<file path="config.mk">
export PLATFORM = sky130hd
export DESIGN_NAME = ppl_ctrl
export DESIGN_NICKNAME = d
export VERILOG_FILES = /design/src/rtl/ppl_ctrl_pkg.sv /design/src/rtl/ppl_hazard_det.sv /design/src/rtl/ppl_ctrl.sv
export SDC_FILE = /design/constraint.sdc
export NUM_CORES = 1
export LEC_CHECK = 0
export CAP_MARGIN = 15
export CORE_MARGIN = 2
export CORE_UTILIZATION = 40
export DETAILED_ROUTE_END_ITERATION = 12
export PLACE_DENSITY_LB_ADDON = 0.05
export SLEW_MARGIN = 20
export SYNTH_ARGS = -nofsm -noshare
export SYNTH_HDL_FRONTEND = slang
export SYNTH_SLANG_ARGS = --single-unit
</file>
<file path="constraint.sdc">
create_clock -name clk -period 2.8 [get_ports clk]
set_input_delay 0.28 -clock clk [delete_from_list [all_inputs] [get_ports clk]]
set_output_delay 0.28 -clock clk [all_outputs]
set_load 0.02 [all_outputs]
</file>
<file path="src/rtl/ppl_ctrl_pkg.sv">
// Shared definitions for the pipeline sequencer.
// Holds the hold/clear code encodings, the FSM state type and the
// RUN-state priority resolver used by ppl_ctrl.
//   Hold codes are cumulative : NONE, ID (PC+IF/ID), EX (+ID/EX), PPL (all)
//   Clear codes               : NONE, ID (IF/ID), EX (ID/EX), PPL (IF/ID+ID/EX)
package ppl_ctrl_pkg;

  localparam int unsigned HOLD_W  = 2;
  localparam int unsigned CLEAR_W = 2;
  localparam int unsigned CNT_W   = 8;

  localparam logic [HOLD_W-1:0] HOLD_NONE = 2'd0;
  localparam logic [HOLD_W-1:0] HOLD_ID   = 2'd1;
  localparam logic [HOLD_W-1:0] HOLD_EX   = 2'd2;
  localparam logic [HOLD_W-1:0] HOLD_PPL  = 2'd3;

  localparam logic [CLEAR_W-1:0] CLEAR_NONE = 2'd0;
  localparam logic [CLEAR_W-1:0] CLEAR_ID   = 2'd1;
  localparam logic [CLEAR_W-1:0] CLEAR_EX   = 2'd2;
  localparam logic [CLEAR_W-1:0] CLEAR_PPL  = 2'd3;

  typedef enum logic [1:0] {
    ST_RUN       = 2'd0,
    ST_MEM_WAIT  = 2'd1,
    ST_INT_ENTER = 2'd2
  } state_t;

  // Decision taken by the RUN priority chain when memory is not busy
  typedef struct packed {
    logic [HOLD_W-1:0]  hold;
    logic [CLEAR_W-1:0] clear;
    logic               bubble;
    logic               take_int;
  } run_dec_t;

  // RUN priority below mem_busy: jump flush > load-use bubble > interrupt
  function automatic run_dec_t run_decide(input logic jump,
                                          input logic load_use,
                                          input logic int_ok);
    run_dec_t d;
    d = '0;
    if (jump) begin
      d.clear = CLEAR_PPL;
    end else if (load_use) begin
      d.hold   = HOLD_ID;
      d.clear  = CLEAR_EX;
      d.bubble = 1'b1;
    end else if (int_ok) begin
      d.clear    = CLEAR_PPL;
      d.take_int = 1'b1;
    end
    return d;
  endfunction

endpackage

</file>
<file path="src/rtl/ppl_hazard_det.sv">
// Load-use hazard detector.
// Flags when the load currently in EX writes a register that the
// instruction in ID reads. Register 0 is not exempt.
// Ports:
//   id_rs1, id_rs2         in  source register indices of the ID instruction
//   id_uses_rs1/rs2        in  source field is actually read
//   ex_rd                  in  destination index of the EX instruction
//   ex_mem_rd              in  EX instruction is a load
//   load_use               out combinational hazard flag
module ppl_hazard_det (
  input  logic [2:0] id_rs1,
  input  logic [2:0] id_rs2,
  input  logic       id_uses_rs1,
  input  logic       id_uses_rs2,
  input  logic [2:0] ex_rd,
  input  logic       ex_mem_rd,
  output logic       load_use
);

  logic rs1_hit;
  logic rs2_hit;

  assign rs1_hit  = id_uses_rs1 & (id_rs1 == ex_rd);
  assign rs2_hit  = id_uses_rs2 & (id_rs2 == ex_rd);
  assign load_use = ex_mem_rd & (rs1_hit | rs2_hit);

endmodule

</file>
<file path="src/rtl/ppl_ctrl.sv">
// Central pipeline sequencer for the 16-bit pipelined core.
// Drives stage hold/clear codes, resolves load-use stalls, jump flushes,
// multi-cycle memory waits (with timeout) and interrupt entry with PC
// redirect and EPC capture. Hold/clear/redirect/pulse outputs are
// combinational from state and inputs; epc is a register.
// Optional feature macro: PPL_CTRL_PERF_EN adds saturating stall_cnt and
// flush_cnt counters (ports exist only when the macro is defined).
// Ports:
//   clk, rst                 clock, asynchronous active-high reset
//   id_rs1/id_rs2            source register indices of ID instruction
//   id_uses_rs1/id_uses_rs2  source fields valid
//   id_inst_addr             PC of ID instruction (EPC source)
//   ex_rd, ex_mem_rd         EX destination index / EX is a load
//   ex_jump                  EX resolved a taken jump/branch
//   mem_busy                 data memory not ready
//   int_req, int_en          level interrupt request / global enable
//   hold_flag, clear_flag    stage hold and clear codes
//   pc_redirect, pc_target   load pc_target into PC this cycle
//   epc                      saved interrupt return address
//   int_ack                  one-cycle interrupt acceptance pulse
//   mem_timeout              one-cycle memory wait timeout pulse
//   stall_cnt, flush_cnt     (PPL_CTRL_PERF_EN only) saturating counters
module ppl_ctrl
  import ppl_ctrl_pkg::*;
#(
  parameter int unsigned     DW      = 16,
  parameter logic [DW-1:0]   INT_VEC = DW'(16'h0004),
  parameter int unsigned     MEM_TO  = 255
) (
  input  logic               clk,
  input  logic               rst,
  input  logic [2:0]         id_rs1,
  input  logic [2:0]         id_rs2,
  input  logic               id_uses_rs1,
  input  logic               id_uses_rs2,
  input  logic [DW-1:0]      id_inst_addr,
  input  logic [2:0]         ex_rd,
  input  logic               ex_mem_rd,
  input  logic               ex_jump,
  input  logic               mem_busy,
  input  logic               int_req,
  input  logic               int_en,
  output logic [HOLD_W-1:0]  hold_flag,
  output logic [CLEAR_W-1:0] clear_flag,
  output logic               pc_redirect,
  output logic [DW-1:0]      pc_target,
  output logic [DW-1:0]      epc,
  output logic               int_ack,
  output logic               mem_timeout
`ifdef PPL_CTRL_PERF_EN
  ,
  output logic [15:0]        stall_cnt,
  output logic [15:0]        flush_cnt
`endif
);

  state_t           state_q;
  state_t           state_d;
  logic [CNT_W-1:0] cnt_q;
  logic [CNT_W-1:0] cnt_d;
  logic [CNT_W:0]   cnt_inc;
  logic [DW-1:0]    epc_q;
  logic [DW-1:0]    epc_d;
  logic             bubble_q;
  logic             bubble_d;
  logic             load_use;
  logic             use_run;
  run_dec_t         run_dec;

  // Load-use compare lives in its own block
  ppl_hazard_det u_hazard (
    .id_rs1      (id_rs1),
    .id_rs2      (id_rs2),
    .id_uses_rs1 (id_uses_rs1),
    .id_uses_rs2 (id_uses_rs2),
    .ex_rd       (ex_rd),
    .ex_mem_rd   (ex_mem_rd),
    .load_use    (load_use)
  );

  // Wait cycle number of the current cycle (previous held cycles + 1)
  assign cnt_inc = {1'b0, cnt_q} + (CNT_W+1)'(1);

  // The cycle right after a bubble still sees the same ID/EX pair, so
  // neither a second bubble nor interrupt entry is allowed there.
  assign run_dec = run_decide(ex_jump,
                              load_use & ~bubble_q,
                              int_req & int_en & ~bubble_q);

  // Next-state and output decode
  always_comb begin
    state_d     = state_q;
    cnt_d       = cnt_q;
    epc_d       = epc_q;
    bubble_d    = 1'b0;
    use_run     = 1'b0;
    hold_flag   = HOLD_NONE;
    clear_flag  = CLEAR_NONE;
    pc_redirect = 1'b0;
    pc_target   = '0;
    int_ack     = 1'b0;
    mem_timeout = 1'b0;

    unique case (state_q)
      ST_RUN: begin
        if (mem_busy) begin
          hold_flag = HOLD_PPL;
          state_d   = ST_MEM_WAIT;
          cnt_d     = CNT_W'(1);
        end else begin
          use_run = 1'b1;
        end
      end
      ST_MEM_WAIT: begin
        if (!mem_busy) begin
          // Memory ready: this cycle behaves as a RUN cycle
          use_run = 1'b1;
        end else if (cnt_inc >= (CNT_W+1)'(MEM_TO)) begin
          mem_timeout = 1'b1;
          state_d     = ST_RUN;
          cnt_d       = '0;
        end else begin
          hold_flag = HOLD_PPL;
          cnt_d     = cnt_inc[CNT_W-1:0];
        end
      end
      ST_INT_ENTER: begin
        int_ack = 1'b1;
        state_d = ST_RUN;
      end
      default: begin
        state_d = ST_RUN;
      end
    endcase

    if (use_run) begin
      hold_flag   = run_dec.hold;
      clear_flag  = run_dec.clear;
      bubble_d    = run_dec.bubble;
      cnt_d       = '0;
      state_d     = ST_RUN;
      if (run_dec.take_int) begin
        pc_redirect = 1'b1;
        pc_target   = INT_VEC;
        epc_d       = id_inst_addr;
        state_d     = ST_INT_ENTER;
      end
    end

    // Outputs sit at their reset values while reset is asserted
    if (rst) begin
      hold_flag   = HOLD_NONE;
      clear_flag  = CLEAR_NONE;
      pc_redirect = 1'b0;
      pc_target   = '0;
      int_ack     = 1'b0;
      mem_timeout = 1'b0;
    end
  end

  // Sequencer state, wait counter, EPC and bubble marker
  always_ff @(posedge clk or posedge rst) begin
    if (rst) begin
      state_q  <= ST_RUN;
      cnt_q    <= '0;
      epc_q    <= '0;
      bubble_q <= 1'b0;
    end else begin
      state_q  <= state_d;
      cnt_q    <= cnt_d;
      epc_q    <= epc_d;
      bubble_q <= bubble_d;
    end
  end

  assign epc = epc_q;

`ifdef PPL_CTRL_PERF_EN
  // Saturating stall/flush cycle counters
  always_ff @(posedge clk or posedge rst) begin
    if (rst) begin
      stall_cnt <= '0;
      flush_cnt <= '0;
    end else begin
      if ((hold_flag != HOLD_NONE) && (stall_cnt != 16'hFFFF)) begin
        stall_cnt <= stall_cnt + 16'd1;
      end
      if ((clear_flag != CLEAR_NONE) && (flush_cnt != 16'hFFFF)) begin
        flush_cnt <= flush_cnt + 16'd1;
      end
    end
  end
`endif

endmodule

</file>
==> results.json, run 1 <==
{
  "synthCells": 157,
  "ys_ff_latch": 27,
  "crit_slowest_cell": "dfrtp_1",
  "path_max_fanout": 4,
  "ant_nets": 0,
  "fmax_ghz": 0.3855,
  "tns_ns": 0,
  "layout_commonest_cell": "clkdlybuf4s50_1",
  "grt_pass1_wl_um": 5492,
  "fp.dieW_um": 67.62,
  "grt.busiest_layer": "met2",
  "rsz0062_at_grt": "no",
  "mostFrequentLayoutCells": "54 x clkdlybuf4s50_1, 26 x dfrtp_1, 16 x nand2_1",
  "slew_viol_final": 0,
  "clockRootBuffer": "clkbuf_8",
  "vdd_drop_max_uv": 307.9,
  "fin_skew_ns": 0.002314,
  "criticalPathCategory": "reg2out",
  "dpl_cell_area_sq_um": 2170,
  "worstSkewPairLatency_ns": 0.27,
  "drc": 0,
  "async_flop_share_pct": 100.0,
  "ys_seq_area_share_pct": 41.73,
  "placeableCoreArea_sq_um": 3943,
  "layout.nets": 251,
  "grt_remaining_overflow": 0,
  "numCtsBuffers": 3,
  "whs_ns": 0.3972,
  "grt_pass1_vias": 1241,
  "cap_violations": 0,
  "holdBufCountCts": 0,
  "wire_per_inst_um": 13.05,
  "crit_path_cell_trace": "inv_1 > ha_1 > o21bai_1 > o2111ai_1 > nor4_2 > a2bb2oi_2 > nor4_1 > dlygate4sd2_1",
  "met2_usage_pct": 25.25,
  "min_path_type": "in2async",
  "grt_max_degree": 23,
  "routed_wl_um": 3444,
  "critPathArrivalTime_ns": 2.31,
  "synth_warnings": 0,
  "synth_area_sq_um": 1619,
  "synth_top_area_cell": "dfrtp_1",
  "synth_cell_types": 43,
  "postCtsSetupBuffers": 0,
  "final_area_sq_um": 2213,
  "p_per_area_nw_per_um2": 503.6,
  "port-buffer-count": 57,
  "die-height_um": 67.62,
  "report.final.setup_viol": 0,
  "start_util_pct": 41.07,
  "io-pin-count": 73,
  "area_delta_synth_final_pct": 36.71,
  "post_cts_resized": 4,
  "place_congestion": 0.8353,
  "startpoint_type": "flop",
  "grt_use_met1_pct": 20.15,
  "cp.required_ns": 2.52,
  "clkTransAtPathRegs_ns": 0.09,
  "leakage_nw": 0.9533,
  "p_total_mw": 1.115,
  "cpLargestDelayFamily": "buffers and inverters",
  "dr.pass1.iters": 4,
  "synth_edf_count": 0,
  "grt_usage_pct": 15.60,
  "finalCriticalPeriod_ns": 2.594,
  "crit_path_end_kind": "output port",
  "synth_top_area_share_pct": 41.73,
  "antenna_found_initial": 0,
  "syn_area_per_cell_sq_um": 10.31,
  "cts_tree": "yes",
  "cpPeakStageDelay_ns": 0.40,
  "hold_viol": 0,
  "fin_ws_ns": 0.2057,
  "final_layout_size_suffix_gt1_share_pct": 14.49,
  "crit_buf_inv": 2,
  "status": "finished, final reports clean",
  "clockBufferDepth": 2,
  "routed_via_density": 4.966,
  "cts-htree-levels": 1,
  "dp_hpwl_um": 2702,
  "dr_total_vias": 1311,
  "rows": 23,
  "place_ws_ns": 0.1148,
  "synth_ff_type": "dfrtp_1",
  "die_area_sq_um": 4572,
  "first_iter_violations": 104,
  "netlist_top_cells_area": "dfrtp_1 42%, buf_4 7.4%, mux2_4 7.4%",
  "clock_sinks": 27,
  "grt_use_met3_pct": 4.667,
  "finalCritPeriodShare_pct": 92.65,
  "n_antenna_cell": 0
}
## kinds of logic (layout without fill, tap and decap cells)
logic type / after synthesis / in the layout / synth area share, %
AND/OR/NAND/NOR: 51 / 51 / 17.23
buffers and inverters: 31 / 74 / 12.52
flip-flops: 27 / 27 / 41.73
AO/OA/AOI/OAI: 22 / 22 / 9.969
multiplexers: 16 / 16 / 12.98
XOR/XNOR: 7 / 7 / 3.787
adder cells (fa/ha/maj): 2 / 2 / 1.545
other: 1 / 15 / 0.2316
## state kept, by name, summed over array words and instances, names as in the netlist
name	flops
cnt_q	8
epc	16
bubble_q	1
state_q	2
## path summary, 6_finish.rpt
check / from / slack [ns] / cells past startpoint / to
min reg2reg: epc[2] / 0.52 / 1 / epc[2]
min: rst / 0.40 / 2 / cnt_q[0]
min in group clk: epc[2] / 0.52 / 1 / epc[2]
max reg2reg: cnt_q[0] / 0.86 / 9 / cnt_q[3]
max: cnt_q[0] / 0.21 / 8 / mem_timeout
max in group asynchronous: rst / 1.82 / 3 / cnt_q[7]
## per-stage QoR
step / instances / utilization (%)
after CTS: 264 / 56.14
after global routing: 264 / 56.14
after global placement: 260 / 55.03
after floorplan: 171 / -
final: 264 / 56.14
after detailed placement: 260 / 55.03
## cell usage after synthesis (2+ instances only)
library cell	instances
inv_1	8
nand2_1	16
nor3_1	4
nor2_1	3
mux2_2	8
and2_1	2
nor2b_1	2
o21ai_0	2
and3_1	3
and4_1	2
buf_4	16
nor4_1	4
dfrtp_1	27
clkbuf_1	2
xnor2_1	6
ha_1	2
nand2b_1	2
nand3_1	6
a41oi_1	3
o21ai_1	3
o21bai_1	2
nand4_1	2
a31oi_1	2
mux2_4	8
a21oi_1	4
## per-layer routing
layer / vias to the layer above / wire length, um
met5: - / 0
met4: 0 / 17
met3: 2 / 287
met2: 51 / 1721
met1: 625 / 1418
li1: 633 / -
## power breakdown
group	total, mW	switching, mW	internal (mW)
Combinational	0.406	0.182	0.225
Clock	0.218	0.119	0.0995
Sequential	0.490	0.0368	0.453
Total	1.11	0.337	0.777
## worst register-to-register path: stages (launching register included)
cell and delay (ns):
dfrtp_1 0.40, inv_1 0.08, ha_1 0.31, o21bai_1 0.15, o2111ai_1 0.13, nor4_2 0.24
a2bb2oi_2 0.13, buf_4 0.17, a31oi_1 0.16, o21ai_1 0.07
## area by class of cell
cell class	count	area [sq um]
Sequential cell	27	676.9
Clock buffer	3	41.29
Clock inverter	1	5.005
Fill cell	344	1729
Tap cell	50	62.56
Multi-Input combinational cell	113	793.3
Inverter	8	30.03
Timing Repair Buffer	62	604.3
(Power assumes the default switching activity.)
==> run 2: changes to the inputs <==
CTS_BUF_LIST = sky130_fd_sc_hd__clkbuf_16   (was not set)
==> run 2 against run 1 <==
Net effect: power grew 9.6%; critical endpoint is now hold_flag[1]; sequential share of layout area shrank 0.65 points; final area grew 2.0%; highest routed layer is now met3.
==> results.json, run 2 (synthesis results as in run 1) <==
{
  "status": "finished, final reports clean",
  "cap_violations": 0,
  "grt_pass1_vias": 1251,
  "first_iter_violations": 105,
  "io-pin-count": 73,
  "p_sw_uw": 350.1,
  "clockBufferDepth": 2,
  "p_per_area_nw_per_um2": 541.2,
  "fin_skew_ns": 0.004503,
  "antenna_found_initial": 0,
  "grt_max_degree": 23,
  "grt_pass1_wl_um": 5595,
  "worstSkewPairLatency_ns": 0.26,
  "cp.required_ns": 2.52,
  "fmax_ghz": 0.3723,
  "layout.nets": 252,
  "clkTransAtPathRegs_ns": 0.07,
  "wire_per_inst_um": 13.18,
  "whs_ns": 0.4009,
  "crit_path_end_kind": "output port",
  "grt_remaining_overflow": 0,
  "slew_viol_final": 0,
  "n_antenna_cell": 0,
  "finalCritPeriodShare_pct": 95.92,
  "dr_total_vias": 1318,
  "critPathArrivalTime_ns": 2.41,
  "finalCriticalPeriod_ns": 2.686,
  "swShare_pct": 28.66,
  "p_clk_share_pct": 26.5,
  "cts-htree-levels": 1,
  "path_max_fanout": 9,
  "place_congestion": 0.8353,
  "mostFrequentLayoutCells": "54 x clkdlybuf4s50_1, 27 x dfrtp_1, 16 x nand2_1",
  "dr.pass1.iters": 4,
  "grt_usage_pct": 15.82,
  "report.final.setup_viol": 0,
  "rows": 23,
  "min_path_type": "in2async",
  "port-buffer-count": 57,
  "fillers": 336,
  "criticalPathCategory": "reg2out",
  "leakage_nw": 0.9785,
  "final_layout_size_suffix_gt1_share_pct": 15.35,
  "startpoint_type": "flop",
  "placeableCoreArea_sq_um": 3943,
  "ant_nets": 0,
  "numCtsBuffers": 3,
  "die_area_sq_um": 4572,
  "fp.dieW_um": 67.62,
  "cts_tree": "yes",
  "p_total_mw": 1.222,
  "vdd_drop_max_uv": 307.2,
  "hold_viol": 0,
  "drc": 0,
  "dp_hpwl_um": 2702,
  "combPwrFrac_pct": 33.4,
  "largest_reg_flops": 16,
  "pwr-share-seq_pct": 40.1,
  "clockRootBuffer": "clkbuf_16",
  "routed_wl_um": 3493,
  "start_util_pct": 41.07,
  "area_delta_synth_final_pct": 39.41,
  "clock_sinks": 27,
  "layout_commonest_cell": "clkdlybuf4s50_1",
  "die-height_um": 67.62,
  "routed_via_density": 4.974,
  "internal_power_uw": 871.4
}
run 2: final timing paths:
check	end	slack, ns	cells after the start	start
max reg2reg	cnt_q[6]	0.59	8	cnt_q[1]
max	hold_flag[1]	0.11	8	cnt_q[1]
min	cnt_q[1]	0.40	2	rst
min reg2reg	epc[2]	0.51	1	epc[2]
max in group asynchronous	epc[0]	1.81	3	rst
min in group clk	epc[2]	0.51	1	epc[2]
run 2: critical path, stage by stage, from the launching register on:
cell,delay (ns)
dfrtp_1,0.47
ha_1,0.33
o21bai_1,0.15
o2111ai_1,0.14
nor4_2,0.40
a2bb2oi_2,0.14
o21ai_0,0.16
nor3_1,0.07
clkdlybuf4s15_1,0.29
run 2: per-stage QoR:
step,utilization (%),instances,instance area [sq um],TNS [ns],worst slack (ns)
3_3_place_gp,55.03,260,2170,0,0.1850
5_1_grt,57.25,265,2257,-0.07105,-0.04873
4_1_cts,57.00,264,2247,0,0.002777
3_5_place_dp,55.03,260,2170,0,0.1148
2_1_floorplan,-,171,1672,0,0.3330
6_report,57.25,265,2257,0,0.1142
run 2: repair_timing:
item	in CTS	in global routing
endpoints found under the setup margin	3	1
resized for setup	2	6
pin swaps	1	1
hold buffers	0	0
buffers inserted	0	1
run 2: layout make-up:
class,instances,area (sq um),area share [%]
Sequential cell,27,675.6,29.93
Tap cell,50,62.56,2.772
Multi-Input combinational cell,113,795.8,35.26
Clock inverter,1,5.005,0.2217
Inverter,8,30.03,1.330
Timing Repair Buffer,63,613.1,27.16
Clock buffer,3,75.07,3.326
run 2: per-layer routing:
layer	vias up	share of wire, %	global-route usage [%]
met1	634	43	20.71
met5	-	0	0
met3	0	7.2	4.667
li1	636	-	-
met2	48	50	25.98
met4	0	0	3.061
run 2: power groups by stage:
stage / logic, mW / registers, mW / clock network (mW)
after CTS: 0.413 / 0.492 / 0.330
after global placement: 0.407 / 0.495 / 0
final: 0.408 / 0.490 / 0.323
after floorplan: 0.154 / 0.568 / 0
after global routing: 0.437 / 0.500 / 0.348
after detailed placement: 0.412 / 0.498 / 0
